===== config.mk =====
export PLATFORM = sky130hd
export DESIGN_NAME = hazard_ctrl
export DESIGN_NICKNAME = d
export VERILOG_FILES = /design/src/rtl/hazard_ctrl.sv
export SDC_FILE = /design/constraint.sdc
export NUM_CORES = 1
export LEC_CHECK = 0
export CAP_MARGIN = 20
export CORE_MARGIN = 5
export CORE_UTILIZATION = 35
export DETAILED_ROUTE_END_ITERATION = 16
export GPL_ROUTABILITY_DRIVEN = 0
export PLACE_DENSITY = 0.91
export SYNTH_ARGS = -nofsm -noshare
export SYNTH_HDL_FRONTEND = slang
export SYNTH_SLANG_ARGS = --single-unit

===== constraint.sdc =====
create_clock -name clk -period 5.15 [get_ports clk]
set_input_delay 1.2875 -clock clk [delete_from_list [all_inputs] [get_ports clk]]
set_output_delay 1.2875 -clock clk [all_outputs]
set_load 0.02 [all_outputs]

===== src/rtl/hazard_ctrl.sv =====
// ----------------------------------------------------------------------------
// hazard_ctrl
//
// Pipeline sequencing controller for the 5-stage core. Each cycle it decides
// whether the PC, IF/ID, ID/EX and EX/MEM registers load, hold or take a
// bubble. It resolves three hazard sources in fixed priority:
//   1. data-memory wait (freeze the whole pipe),
//   2. taken branch/jump redirect (flush the wrong-path instructions),
//   3. load-use dependency (one-cycle stall with a bubble into EX).
// A small FSM (RUN / MEM_WAIT / HALT) tracks multi-cycle memory waits and
// halts the core with a sticky error when a wait exceeds MAX_WAIT cycles.
//
// Parameters:
//   MAX_WAIT  longest tolerated run of memory-wait cycles, 0 = no timeout
//   CNT_W     width of the performance counters
//
// Ports:
//   clk, reset                    clock, asynchronous active-high reset
//   id_rs1, id_rs2                source registers of the instruction in ID
//   id_uses_rs1, id_uses_rs2      ID instruction really reads rs1 / rs2
//   ex_rd, ex_MemRead             destination and load flag held in ID/EX
//   branch_taken                  EX resolved a taken branch or jump
//   dmem_req, dmem_ready          data-memory access handshake from MEM
//   pc_en .. ex_mem_en            pipeline register load enables
//   if_id_flush, id_ex_flush,
//   mem_wb_flush                  bubble insertion controls
//   pc_redirect                   PC selects the branch target
//   mem_timeout                   sticky wait-timeout error
//   state                         FSM state (0 RUN, 1 MEM_WAIT, 2 HALT)
//   perf_stall, perf_loaduse,
//   perf_flush                    saturating performance counters
//
// Build option:
//   HAZARD_PERF_EN  when defined the performance counters are built; when
//                   undefined the three perf ports are tied to zero.
// ----------------------------------------------------------------------------
module hazard_ctrl #(
    parameter int MAX_WAIT = 16,
    parameter int CNT_W    = 32
) (
    input  logic             clk,
    input  logic             reset,
    input  logic [4:0]       id_rs1,
    input  logic [4:0]       id_rs2,
    input  logic             id_uses_rs1,
    input  logic             id_uses_rs2,
    input  logic [4:0]       ex_rd,
    input  logic             ex_MemRead,
    input  logic             branch_taken,
    input  logic             dmem_req,
    input  logic             dmem_ready,
    output logic             pc_en,
    output logic             if_id_en,
    output logic             id_ex_en,
    output logic             ex_mem_en,
    output logic             if_id_flush,
    output logic             id_ex_flush,
    output logic             mem_wb_flush,
    output logic             pc_redirect,
    output logic             mem_timeout,
    output logic [1:0]       state,
    output logic [CNT_W-1:0] perf_stall,
    output logic [CNT_W-1:0] perf_loaduse,
    output logic [CNT_W-1:0] perf_flush
);

    // One spare bit above what MAX_WAIT needs, so the counter can saturate
    // rather than wrap even when the timeout is disabled.
    localparam int WAIT_W = $clog2(MAX_WAIT + 1) + 1;
    localparam logic [WAIT_W-1:0] WAIT_LIMIT = WAIT_W'(MAX_WAIT);
    localparam bit TIMEOUT_EN = (MAX_WAIT != 0);

    typedef enum logic [1:0] {
        RUN      = 2'd0,
        MEM_WAIT = 2'd1,
        HALT     = 2'd2
    } state_t;

    state_t            cur_state;
    logic [WAIT_W-1:0] wait_cnt;

    logic freeze;
    logic load_use;
    logic do_freeze;
    logic do_redirect;
    logic do_loaduse;

    assign state = cur_state;

    // Hazard detection. A memory access that is not ready freezes the pipe
    // whether it starts this cycle (RUN) or is already outstanding (MEM_WAIT).
    // A load writing x0 never creates a dependency.
    always_comb begin
        freeze   = ((cur_state == RUN) && dmem_req && !dmem_ready) ||
                   ((cur_state == MEM_WAIT) && !dmem_ready);
        load_use = ex_MemRead && (ex_rd != 5'd0) &&
                   ((id_uses_rs1 && (id_rs1 == ex_rd)) ||
                    (id_uses_rs2 && (id_rs2 == ex_rd)));
    end

    // Priority resolution: HALT, freeze, redirect, load-use, normal. The
    // redirect outranks load-use because the dependent instruction in ID is
    // on the wrong path and is being flushed anyway. A branch seen during a
    // freeze needs no latch: EX is held, so it is seen again on release.
    always_comb begin
        pc_en        = 1'b1;
        if_id_en     = 1'b1;
        id_ex_en     = 1'b1;
        ex_mem_en    = 1'b1;
        if_id_flush  = 1'b0;
        id_ex_flush  = 1'b0;
        mem_wb_flush = 1'b0;
        pc_redirect  = 1'b0;
        do_freeze    = 1'b0;
        do_redirect  = 1'b0;
        do_loaduse   = 1'b0;
        if (cur_state == HALT) begin
            pc_en     = 1'b0;
            if_id_en  = 1'b0;
            id_ex_en  = 1'b0;
            ex_mem_en = 1'b0;
        end else if (freeze) begin
            do_freeze    = 1'b1;
            pc_en        = 1'b0;
            if_id_en     = 1'b0;
            id_ex_en     = 1'b0;
            ex_mem_en    = 1'b0;
            mem_wb_flush = 1'b1;
        end else if (branch_taken) begin
            do_redirect = 1'b1;
            pc_redirect = 1'b1;
            if_id_flush = 1'b1;
            id_ex_flush = 1'b1;
        end else if (load_use) begin
            do_loaduse  = 1'b1;
            pc_en       = 1'b0;
            if_id_en    = 1'b0;
            id_ex_flush = 1'b1;
        end
    end

    // Memory-wait FSM. wait_cnt counts the not-ready cycles seen so far; the
    // core halts when one more not-ready cycle arrives after MAX_WAIT of them.
    // HALT is terminal until reset.
    always_ff @(posedge clk or posedge reset) begin
        if (reset) begin
            cur_state   <= RUN;
            wait_cnt    <= '0;
            mem_timeout <= 1'b0;
        end else begin
            case (cur_state)
                RUN: begin
                    if (dmem_req && !dmem_ready) begin
                        cur_state <= MEM_WAIT;
                        wait_cnt  <= WAIT_W'(1);
                    end
                end
                MEM_WAIT: begin
                    if (dmem_ready) begin
                        cur_state <= RUN;
                        wait_cnt  <= '0;
                    end else if (TIMEOUT_EN && (wait_cnt == WAIT_LIMIT)) begin
                        cur_state   <= HALT;
                        mem_timeout <= 1'b1;
                    end else if (wait_cnt != '1) begin
                        wait_cnt <= wait_cnt + WAIT_W'(1);
                    end
                end
                HALT: begin
                    cur_state <= HALT;
                end
                default: begin
                    cur_state <= RUN;
                    wait_cnt  <= '0;
                end
            endcase
        end
    end

`ifdef HAZARD_PERF_EN
    // Saturating event counters. They naturally hold in HALT because no
    // hazard action is taken there.
    always_ff @(posedge clk or posedge reset) begin
        if (reset) begin
            perf_stall   <= '0;
            perf_loaduse <= '0;
            perf_flush   <= '0;
        end else begin
            if (do_freeze && (perf_stall != '1))
                perf_stall <= perf_stall + CNT_W'(1);
            if (do_loaduse && (perf_loaduse != '1))
                perf_loaduse <= perf_loaduse + CNT_W'(1);
            if (do_redirect && (perf_flush != '1))
                perf_flush <= perf_flush + CNT_W'(1);
        end
    end
`else
    assign perf_stall   = '0;
    assign perf_loaduse = '0;
    assign perf_flush   = '0;
`endif

endmodule

==> metrics.md, run 1 <==
| Metric | Value |
|---|---|
| Status | completed |
| DRT iter0 DRCs | 71 |
| Dpl ws | roughly 0.56 ns |
| YS warnings | 0 |
| Nets | about 240 |
| Met3 Usage GRT | 0.0360 |
| Sequential-to-total area share from yosys stat | 0.151 |
| HPWL Detailed | 2.47 mm |
| WP data required | a little under 4 ns |
| Grt peak-use layer | met2 |
| Critical Path Fanout Max | 3 |
| Remaining DRCs | 0 |
| Maximum clock frequency | 219 MHz |
| Tot GR Track Use | 0.0881 |
| MaxCap Viol Count | 0 |
| DRT antenna net count | 0 |
| Worst EP arrival | 3.27 ns |
| Final wirelength | 2.82 mm |
| Mapped Cells | between 150 and 200 |
| Grt ovf | 0 |
| Synth async-reset ratio | 1.00 |
| Site Rows | 23 |
| Power per cell area | roughly 200 nW/um2 |
| Vias per cell | 3.80 |
| Inserted Diodes | 0 |
| CTS tree | yes |
| Die Area | about 5700 um2 |
| Ys flop type | dfrtp_1 |
| Syn Std Cell Area | 1490 um2 |
| Core area | approximately 4000 um2 |
| H-tree depth | 1 |
| Clk_skew | 0.00666 ns |
| Worst Setup End Kind | primary output |
| Chip width | between 70 and 80 um |
| Clock slew at reported path FFs | around 0.04 ns |
| Worst IR drop on VDD | 0.000102 V |
| Multi-input logic area | 822 um2 |
| Root buffer cell | clkbuf_8 |
| # clock sinks | 9 |
| IO buf count | 33 |
| Initial antenna violation count | 0 |
| Vias in the first global route | 883 |
| Global-route wire length before repair | around 3.8 mm |
| Worst min path class | flop to flop |
| Number of I/O pins | 130 |
| Layout cells sized above 1 | 0.0330 |
| Fillcell total | 408 |
| Pin count of the biggest net entering global routing | 12 |
| Fin. Hold Viols | 0 |
| CTS Buf Count | 3 |
| Final Critical Period | 4.56 ns |
| Cts hold-fix bufs | 0 |
| Post-synth EDFFs | 0 |
| Area Overhead vs Synth | 0.923% |
| Lkg Pwr | slightly below 0.8 nW |
| Resize count post-CTS | 0 |
| Final worst slack | about 0.6 ns |
| Met2 global-route usage | 0.153 |
| Setup CP Type | primary input to primary output |
| Final setup TNS | 0 ns |
| RSZ-0062 raised after global routing | false |
| Synthesized area per cell | slightly above 8 um2 |
| Clock Latency Late Sink | between 0.2 and 0.25 ns |
| Post-CTS setup repair buffer count | 0 |
| Seq cells post-synth | 9 |
| Longest Clk Path Bufs | 2 |
| Drt first pass iters | 6 |
| Period utilization | 0.885 |
| Die Y | ~75 um |
| # setup viols final | 0 |
| GRT met1 Usage | 0.0978 |
| Unique masters post-synth | 37 |
| Via count | just under 1000 |
| Startpoint Class | primary input |
| Max-slew violation count | 0 |
| Initial core utilization | 0.367 |
| WL/cell | ~11 um |
| Register area | about 230 um2 |
==> where the power goes <==
group,internal (mW),switching (mW),total [mW]
Clock,0.0539,0.0281,0.0821
Sequential,0.0747,0.00673,0.0814
Combinational,0.0404,0.0954,0.136
Total,0.169,0.130,0.299
==> placed cells by master (no fill, tap or decap), drive strengths merged, types with 2 or more instances in the layout <==
cell | netlist | final
nand2b | 3 | 3
conb | 1 | 96
o21ai | 4 | 4
and2 | 3 | 3
nor4 | 3 | 3
xor2 | 8 | 8
nand3 | 4 | 4
a41oi | 2 | 2
dfrtp | 9 | 9
nor2 | 3 | 3
a21oi | 6 | 6
o31a | 2 | 2
clkbuf | 1 | 4
xnor2 | 2 | 2
inv | 5 | 5
nand2 | 6 | 6
ha | 2 | 2
clkdlybuf4s50 | 0 | 33
==> cell families (layout without fill, tap and decap cells) <==
family,count (synthesis),count (layout),share of synthesized area
fa+ha+maj,2,2,0.0168
xor+xnor,10,10,0.0588
buf+inv,108,42,0.537
flops,9,9,0.151
other cells,1,96,0.00252
simple gates,30,30,0.119
compound gates,23,23,0.115
==> worst paths after layout <==
kind	from	end	cells past startpoint	slack, ns
max in group asynchronous	reset	wait_cnt[1]	2	3.56
worst min register to register	mem_timeout	mem_timeout	1	0.48
worst min-delay path	mem_timeout	mem_timeout	1	0.48
min in group asynchronous	reset	wait_cnt[3]	2	1.32
worst max register to register	wait_cnt[0]	wait_cnt[0]	6	3.20
worst max-delay path	ex_rd[1]	if_id_en	5	0.59
==> routing by layer <==
metal  part of all wire  vias to the layer above
met2               0.53                       74
met3               0.15                        2
met5                  0                        -
met4              0.010                        0
li1                   -                      467
met1               0.31                      452
==> cells in the mapped netlist (2+ instances only) <==
master,number,share of area
a41oi_1,2,0.012
nand3_1,4,0.013
and2_0,2,0.0084
nor2_1,3,0.0076
o31a_1,2,0.012
inv_1,5,0.013
xor2_1,8,0.047
nand2_1,6,0.015
o21ai_0,4,0.013
buf_6,3,0.023
a21oi_1,6,0.020
ha_1,2,0.017
xnor2_1,2,0.012
buf_4,99,0.50
nor4_1,3,0.013
nand2b_1,3,0.013
dfrtp_1,9,0.15
==> sequential cells by signal, indices dropped and copies added (netlist names) <==
| register | count |
|---|---|
| mem_timeout | 1 |
| state | 2 |
| wait_cnt | 6 |
==> critical path, stage by stage <==
cell,delay [ns]
clkdlybuf4s50_1,0.46
or4_1,0.53
o21ai_0,0.20
o31a_1,0.17
clkdlybuf4s50_1,0.62
==> stage by stage <==
stage / hold slack [ns] / instances / area, um2 / util / total power [mW]
3_5_place_dp: 0.482 / 258 / 1460 / 0.360 / 0.216
5_1_grt: 0.522 / 262 / 1500 / 0.371 / 0.319
2_1_floorplan: 0.541 / 278 / 1850 / - / 0.239
6_report: 0.481 / 262 / 1500 / 0.371 / 0.299
4_1_cts: 0.496 / 262 / 1500 / 0.371 / 0.299
3_3_place_gp: 0.456 / 258 / 1460 / 0.360 / 0.212
==> cell type report <==
type | instances | area share
multi-input combinational | 161 | 0.547
timing repair buffer | 33 | 0.220
sequential | 9 | 0.150
tap | 50 | 0.0416
clock buffer | 4 | 0.0300
inverter | 5 | 0.0125
Note: power is estimated with default switching activity, not from simulation.
==> run 2: changes to the inputs <==
--- a/config.mk
+++ b/config.mk
@@ -11,6 +11,7 @@
 export DETAILED_ROUTE_END_ITERATION = 16
 export GPL_ROUTABILITY_DRIVEN = 0
 export PLACE_DENSITY = 0.91
+export RECOVER_POWER = 25
 export SYNTH_ARGS = -nofsm -noshare
 export SYNTH_HDL_FRONTEND = slang
 export SYNTH_SLANG_ARGS = --single-unit
==> metrics.md, run 2 (synthesized netlist as in run 1, its figures left out) <==
| Metric | Value |
|---|---|
| Status | completed |
| Worst hold stages | 1 (unchanged) |
| HPWL Detailed | 2.47 mm (unchanged) |
| Worst min path class | flop to flop |
| Layout cells sized above 1 | 0.0330 (unchanged) |
| Critical-path cell list | clkdlybuf4s50_1, or4_1, o21ai_0, o31a_1, clkdlybuf4s50_1 |
| MaxCap Viol Count | 0 (unchanged) |
| Clk_skew | 0.00666 ns (unchanged) |
| Dpl ws | 0.564 ns (unchanged) |
| Fin. Hold Viols | 0 (unchanged) |
| Cts hold-fix bufs | 0 (unchanged) |
| Fillcell total | 408 (unchanged) |
| Root buffer cell | clkbuf_8 |
| Tot GR Track Use | 0.0881 (unchanged) |
| Grt ovf | 0 (unchanged) |
| Lkg Pwr | 0.771 nW (about the same) |
| Largest register FFs | 6 (unchanged) |
| Drt first pass iters | 6 (unchanged) |
| Worst EP arrival | 3.27 ns (about the same) |
| Final wirelength | 2.82 mm (about the same) |
| # clock sinks | 9 (unchanged) |
| Nets | 238 (unchanged) |
| Inserted Diodes | 0 (unchanged) |
| Site Rows | 23 (unchanged) |
| Final worst slack | 0.590 ns (unchanged) |
| Vias per cell | 3.80 (unchanged) |
| Worst IR drop on VDD | 0.000102 V (about the same) |
| H-tree depth | 1 (unchanged) |
| CTS Buf Count | 3 (unchanged) |
| Resize count post-CTS | 0 (unchanged) |
| Die Y | 75.3 um (unchanged) |
| Final setup TNS | 0 ns (unchanged) |
| Max-slew violation count | 0 (unchanged) |
| Via count | 995 (unchanged) |
| Clock Latency Late Sink | 0.24 ns (about the same) |
| Commonest cells after routing, fill and taps aside | 96 x conb_1, 32 x clkdlybuf4s50_1, 9 x dfrtp_1, 8 x xor2_1 |
| CP max stage cell | clkdlybuf4s50_1 |
| Period utilization | 0.885 (unchanged) |
| Remaining DRCs | 0 (unchanged) |
| WP data required | 3.86 ns (about the same) |
| Most common cell after layout, fill and taps aside | conb_1 |
| Most used cell, CP | clkdlybuf4s50_1 |
| DRT iter0 DRCs | 71 (unchanged) |
| Post-CTS setup repair buffer count | 0 (unchanged) |
| Number of I/O pins | 130 (unchanged) |
| Area Overhead vs Synth | 0.923% (unchanged) |
| Hold WS | 0.481 ns (unchanged) |
| Chip width | 75.3 um (unchanged) |
| DRT antenna net count | 0 (unchanged) |
| Initial core utilization | 0.367 (unchanged) |
| Initial antenna violation count | 0 (unchanged) |
| # setup viols final | 0 (unchanged) |
| Die Area | 5660 um2 (unchanged) |
| Startpoint Class | primary input |
| Critical Path Fanout Max | 3 (unchanged) |
| CTS tree | yes |
| Vias in the first global route | 883 (unchanged) |
| Pin count of the biggest net entering global routing | 12 (unchanged) |
| Setup CP Type | primary input to primary output |
| IO buf count | 33 (unchanged) |
| Global-route wire length before repair | 3.83 mm (unchanged) |
| Register name with the most flops | wait_cnt |
| CP max stage delay | 0.62 ns (about the same) |
| Maximum clock frequency | 219 MHz (unchanged) |
| Worst Setup End Kind | primary output |
| R2R depth | 6 (unchanged) |
| Clock slew at reported path FFs | 0.04 ns (about the same) |
| RSZ-0062 raised after global routing | false |
| Power per cell area | 199 nW/um2 (about the same) |
| Longest Clk Path Bufs | 2 (unchanged) |
| Core area | 4060 um2 (unchanged) |
| Final Critical Period | 4.56 ns (unchanged) |
| WL/cell | 10.8 um (about the same) |
[run 2: path summary, 6_finish.rpt]
| kind | start | endpoint | slack [ns] |
|---|---|---|---|
| worst max-delay path | ex_rd[1] | if_id_en | 0.59 |
| worst min-delay path | mem_timeout | mem_timeout | 0.48 |
| worst max register to register | wait_cnt[0] | wait_cnt[0] | 3.20 |
| worst min register to register | mem_timeout | mem_timeout | 0.48 |
| max in group asynchronous | reset | wait_cnt[1] | 3.42 |
| min in group asynchronous | reset | wait_cnt[3] | 1.46 |
[run 2: worst max-delay path: cells and delay by family]
| kind | cells | cell delay (ns) |
|---|---|---|
| buffers and inverters | 2 | 1.08 |
| AND/OR/NAND/NOR | 1 | 0.53 |
| AO/OA/AOI/OAI | 2 | 0.37 |
[run 2: report_power, final]
part	internal [mW]	switching (mW)	leakage (nW)
Combinational	0.0402	0.0954	0.626
Sequential	0.0747	0.00673	0.122
Clock	0.0539	0.0281	0.0228
Total	0.169	0.130	0.771
[run 2: cell type report]
cell class,count,area [um2],share of cell area
inverter,5,18.8,0.0125
sequential,9,225,0.150
timing repair buffer,33,330,0.220
clock buffer,4,45.0,0.0300
multi-input combinational,161,822,0.547
tap,50,62.6,0.0416
[run 2: metrics by stage]
stage | cells | area, um2 | total power, mW | utilization
finish | 262 | 1500 | 0.299 | 0.371
global placement | 258 | 1460 | 0.212 | 0.360
CTS | 262 | 1500 | 0.299 | 0.371
floorplan | 278 | 1850 | 0.239 | -
global route | 262 | 1500 | 0.318 | 0.371
detailed placement | 258 | 1460 | 0.216 | 0.360
[run 2: per-layer routing]
layer	global-route usage	up-vias	share of wire
met1	0.0978	452	0.31
li1	-	467	-
met3	0.0360	2	0.15
met4	0.0291	0	0.010
met2	0.153	74	0.53
met5	0	-	0
